--- config.mk ---
export PLATFORM = sky130hd
export DESIGN_NAME = branch_resolve_ctrl
export DESIGN_NICKNAME = d
export VERILOG_FILES = /design/src/rtl/branch_resolve_ctrl.sv
export SDC_FILE = /design/constraint.sdc
export NUM_CORES = 1
export LEC_CHECK = 0
export ABC_CLOCK_PERIOD_IN_PS = 8100
export CAP_MARGIN = 10
export CORE_MARGIN = 5
export CORE_UTILIZATION = 46
export CTS_CLUSTER_SIZE = 16
export DETAILED_ROUTE_END_ITERATION = 8
export PLACE_DENSITY_LB_ADDON = 0.2
export SETUP_SLACK_MARGIN = 0.2
export SLEW_MARGIN = 20
export SYNTH_ARGS = -nofsm -noshare
export SYNTH_HDL_FRONTEND = slang
export SYNTH_SLANG_ARGS = --single-unit
--- constraint.sdc ---
create_clock -name clk -period 8.1 [get_ports clk]
set_clock_uncertainty 0.1 [all_clocks]
set_input_delay 1.215 -clock clk [delete_from_list [all_inputs] [get_ports clk]]
set_output_delay 1.215 -clock clk [all_outputs]
set_load 0.02 [all_outputs]
--- src/rtl/branch_resolve_ctrl.sv ---
// branch_resolve_ctrl: conditional-branch resolution sequencer for the MIPS32 core.
// Accepts one branch from decode, compares the registered operands (opcodes 0x08-0x0D,
// unsigned), reports the outcome for one cycle and, for taken branches, holds a
// redirect request to fetch (with a one-cycle flush) until fetch acknowledges.
// Optional feature macro: BRANCH_STATS_EN enables saturating taken/not-taken counters;
// without it both counter outputs are tied to 0.
module branch_resolve_ctrl #(
  parameter int PC_WIDTH   = 32,
  parameter int STAT_WIDTH = 16
) (
  input  logic                  clk,
  input  logic                  rst,
  input  logic                  br_valid,
  output logic                  br_ready,
  input  logic [31:0]           br_ir,
  input  logic [PC_WIDTH-1:0]   br_pc,
  input  logic [31:0]           br_a,
  input  logic [31:0]           br_b,
  input  logic                  kill,
  output logic                  resolve_valid,
  output logic                  resolve_taken,
  output logic                  illegal_op,
  output logic                  redirect_valid,
  output logic [PC_WIDTH-1:0]   redirect_pc,
  input  logic                  redirect_ready,
  output logic                  flush,
  output logic [STAT_WIDTH-1:0] taken_cnt,
  output logic [STAT_WIDTH-1:0] nottaken_cnt
);

  typedef enum logic [1:0] {IDLE, EVAL, REDIRECT} state_t;

  state_t              state;
  logic [5:0]          op_r;
  logic [15:0]         imm_r;
  logic [PC_WIDTH-1:0] pc_r;
  logic [31:0]         a_r;
  logic [31:0]         b_r;

  logic                taken_c;
  logic                illegal_c;
  logic [PC_WIDTH-1:0] off_c;
  logic [PC_WIDTH-1:0] target_c;

  // Register-field bits between opcode and immediate carry nothing for branches.
  logic unused_ir;
  assign unused_ir = ^br_ir[25:16];

  // Outcome of the captured branch: unsigned compare selected by opcode.
  always_comb begin
    taken_c   = 1'b0;
    illegal_c = 1'b0;
    case (op_r)
      6'h08:   taken_c = (a_r == b_r);
      6'h09:   taken_c = (a_r != b_r);
      6'h0A:   taken_c = (a_r >= b_r);
      6'h0B:   taken_c = (a_r >  b_r);
      6'h0C:   taken_c = (a_r <= b_r);
      6'h0D:   taken_c = (a_r <  b_r);
      default: illegal_c = 1'b1;
    endcase
  end

  // Target = pc + 4 + sext(imm) * 4, modulo 2^PC_WIDTH.
  assign off_c    = PC_WIDTH'($signed({imm_r, 2'b00}));
  assign target_c = pc_r + PC_WIDTH'(4) + off_c;

  // Control FSM with registered outputs; kill overrides every state.
  always_ff @(posedge clk or posedge rst) begin
    if (rst) begin
      state          <= IDLE;
      br_ready       <= 1'b1;
      op_r           <= '0;
      imm_r          <= '0;
      pc_r           <= '0;
      a_r            <= '0;
      b_r            <= '0;
      resolve_valid  <= 1'b0;
      resolve_taken  <= 1'b0;
      illegal_op     <= 1'b0;
      redirect_valid <= 1'b0;
      redirect_pc    <= '0;
      flush          <= 1'b0;
    end else begin
      resolve_valid <= 1'b0;
      resolve_taken <= 1'b0;
      illegal_op    <= 1'b0;
      flush         <= 1'b0;
      if (kill) begin
        state          <= IDLE;
        br_ready       <= 1'b1;
        redirect_valid <= 1'b0;
      end else begin
        case (state)
          IDLE: begin
            if (br_valid) begin
              op_r     <= br_ir[31:26];
              imm_r    <= br_ir[15:0];
              pc_r     <= br_pc;
              a_r      <= br_a;
              b_r      <= br_b;
              br_ready <= 1'b0;
              state    <= EVAL;
            end
          end
          EVAL: begin
            resolve_valid <= 1'b1;
            resolve_taken <= taken_c;
            illegal_op    <= illegal_c;
            if (taken_c) begin
              redirect_valid <= 1'b1;
              redirect_pc    <= target_c;
              flush          <= 1'b1;
              state          <= REDIRECT;
            end else begin
              br_ready <= 1'b1;
              state    <= IDLE;
            end
          end
          REDIRECT: begin
            if (redirect_ready) begin
              redirect_valid <= 1'b0;
              br_ready       <= 1'b1;
              state          <= IDLE;
            end
          end
          default: begin
            br_ready <= 1'b1;
            state    <= IDLE;
          end
        endcase
      end
    end
  end

`ifdef BRANCH_STATS_EN
  localparam logic [STAT_WIDTH-1:0] CNT_MAX = '1;

  // Saturating outcome counters, bumped on the edge that raises resolve_valid.
  always_ff @(posedge clk or posedge rst) begin
    if (rst) begin
      taken_cnt    <= '0;
      nottaken_cnt <= '0;
    end else if (state == EVAL && !kill) begin
      if (taken_c) begin
        if (taken_cnt != CNT_MAX) taken_cnt <= taken_cnt + STAT_WIDTH'(1);
      end else begin
        if (nottaken_cnt != CNT_MAX) nottaken_cnt <= nottaken_cnt + STAT_WIDTH'(1);
      end
    end
  end
`else
  assign taken_cnt    = '0;
  assign nottaken_cnt = '0;
`endif

endmodule

==> results.toml <==
[synthesis]
async_reset_ff_frac = 1.000
seq_area_frac_synth = 0.4560
yosysUniqueCellTypes = 53
yosysWarnings = 0
synth_top_area_share = 0.4530
syn_area_per_cell_um2 = 10.77
synth_commonest_cells = "dfrtp_1 (156), mux2_2 (95), ha_1 (89)"
ys_seq_elements = 157
synth_flop_cell = "dfrtp_1"
synth_top_area_cell = "dfrtp_1"
yosysMostFrequentCell = "dfrtp_1"
synth_edf_count = 0
synth_area_leaders = "dfrtp_1 (45%), ha_1 (13%), mux2_2 (12%), o21ai_0 (3.9%), nand2_1 (3.7%)"
netlist_area_um2 = 8618
synth_cells = 800

[clock_network]
htreeDepth = 4
cts_hold_buf = 0
cts_sinks = 157
cts_max_path_buffers = 2
root_buffer = "clkbuf_16"
clk_pin_slew_ns = 0.07
cts_setup_buffers = 0
cts_buffers = 17
cts_resized = 0
clk_latency_ns = 0.42
cts_tree = "done"

[timing]
final_max_slew_viol_count = 0
worst_pin_slew_ns = 1.018
final-hold-violation-count = 0
tns_ns = 0
setup_viol = 0
hold_slack_ns = 0.3864
max_freq_mhz = 242.1
finalCritPeriodShare = 0.5098
grt_setup_unrepaired = "false"
slew_headroom = 0.3208
fin_ws_ns = 3.970
fin_crit_ns = 4.130

[final_layout]
final_nets = 1182
drive_gt1_frac = 0.1451
area_growth_pct = 26.76
num_antenna_cells = 0
final_util = 0.5879
fillers = 1610

[route]
drtPass1Iterations = 5
drt_iter0_drc = 260
drc = 0
via_per_inst = 5.154
wire_per_inst_um = 15.18
wirelength_um = 18310
vias = 6216
postRouteAntennaNets = 0

[pwr]
switching_power_w = 0.001016
pwr-share-seq = 0.353
power.share.clock = 0.265
p_leak_nw = 4.929
intPower_w = 0.001924
power_frac_comb = 0.382
vdd_drop_max_v = 0.0001408
power_w = 0.002940
power.density_nw_per_um2 = 269.2
swShare = 0.3457

[critical_path]
endpoint_kind = "flop"
startpoint_type = "flop"
critPathMaxFanout = 39
setup.worst_path.class = "flop to flop"
cp.arrival_ns = 4.33
cp_data_required_time_ns = 8.30

[placement]
gp_routability_congestion = 0.8031
dp_slack_ns = 3.995
place_hpwl_um = 13390
place.port_buffers = 160

[floorplan]
die_w_um = 146.9
dieHeight_um = 146.9
dieArea_um2 = 21570
start_util = 0.4638
core_um2 = 18580
io_pins = 203
num_rows = 50

[flow_run]
drv_cap = 0

[grt]
grt_pass1_wl_um = 30330
grt_pass1_vias = 6195
overflow = 0
antenna_found_initial = 0
grt_max_degree = 108
grtUsageTotal = 0.1720

[status]
outcome = "finished, final reports clean"

[min_path]
hold_path.class = "flop to flop"
## worst paths after layout
kind	start	end	slack, ns	cells past startpoint
worst max-delay path	a_r[27]	redirect_pc[23]	3.97	10
worst min-delay path	redirect_pc[10]	redirect_pc[10]	0.39	2
worst max register to register	a_r[27]	redirect_pc[23]	3.97	10
worst min register to register	redirect_pc[10]	redirect_pc[10]	0.39	2
max in group asynchronous	rst	a_r[3]	5.44	4
min in group asynchronous	rst	redirect_pc[31]	1.07	2
## critical path, stage by stage (launching register included)
cell and delay, ns:
dfrtp_1 0.39, ha_1 0.32, nand4_1 0.21, or4_1 0.59
or4_1 0.48, a31oi_1 0.17, a311oi_1 0.07, a21o_1 0.19
buf_4 0.27, inv_1 0.80, mux2_2 0.43
## area by class of cell
class / count / area, um^2 / area share
timing repair buffer: 166 / 1667 / 0.1526
clock buffer: 18 / 439.2 / 0.04020
inverter: 49 / 188.9 / 0.01729
multi-input combinational: 568 / 4273 / 0.3911
sequential: 157 / 3930 / 0.3598
clock inverter: 14 / 133.9 / 0.01226
tap: 234 / 292.8 / 0.02680
## per-stage QoR
step / instances / cell area, um^2
2_1_floorplan: 831 / 8735
3_3_place_gp: 1173 / 10320
3_5_place_dp: 1173 / 10320
4_1_cts: 1205 / 10900
5_1_grt: 1206 / 10920
6_report: 1206 / 10920
## cells by family (layout without fill, tap and decap cells)
kind of cell | Yosys count | after routing | share of synthesized area
AOI/OAI and AO/OA | 167 | 167 | 0.1173
xor gates and xnor gates | 18 | 18 | 0.01829
buffers and inverters | 106 | 247 | 0.06243
adders and majority gates | 90 | 90 | 0.1315
muxes | 96 | 96 | 0.1253
other | 1 | 32 | 0.0004351
DFF | 157 | 157 | 0.4560
and+or+nand+nor | 165 | 165 | 0.08870
## placed cells by master, fill, tap and decap left out, types with 3 or more instances in the layout
cell	n
a21oi_1	45
inv_1	48
conb_1	32
a211oi_1	4
clkdlybuf4s50_1	160
xor2_1	4
buf_4	5
clkbuf_16	17
mux2_2	95
clkinvlp_4	4
o21a_1	7
and2_1	4
a22oi_1	3
a2111o_1	3
nand2_1	85
nand4_1	10
nor3_1	9
nor2b_1	6
nor2_1	22
dfrtp_1	156
nand2b_1	4
o21ai_0	67
a21o_1	10
or4_1	3
o21bai_1	3
xnor2_1	14
inv_6	5
nand3_1	9
ha_1	89
and4_1	3
o31ai_1	5
a31oi_1	4
## power groups by stage
stage / Combinational [W] / Clock [W] / Sequential (W)
CTS: 0.00113 / 0.000798 / 0.00104
global route: 0.00127 / 0.000831 / 0.00106
detailed placement: 0.00112 / 0 / 0.00105
global placement: 0.00110 / 0 / 0.00105
finish: 0.00112 / 0.000778 / 0.00104
floorplan: 0.000723 / 0 / 0.00110
## routing by layer
layer / vias up / global-route usage / part of all wire
met5: - / 0 / 0
met4: 0 / 0.04139 / 0.011
met3: 16 / 0.05367 / 0.066
met2: 148 / 0.2745 / 0.46
met1: 2965 / 0.2301 / 0.46
li1: 3087 / - / -
## state kept, by name, indices dropped and copies added, names as in the netlist
register / count
flush: 1
a_r: 32
b_r: 32
op_r: 6
pc_r: 32
br_ready: 1
state: 2
resolve_valid: 1
illegal_op: 1
imm_r: 16
redirect_valid: 1
redirect_pc: 32
No activity file was read; power rests on OpenSTA's default activity.
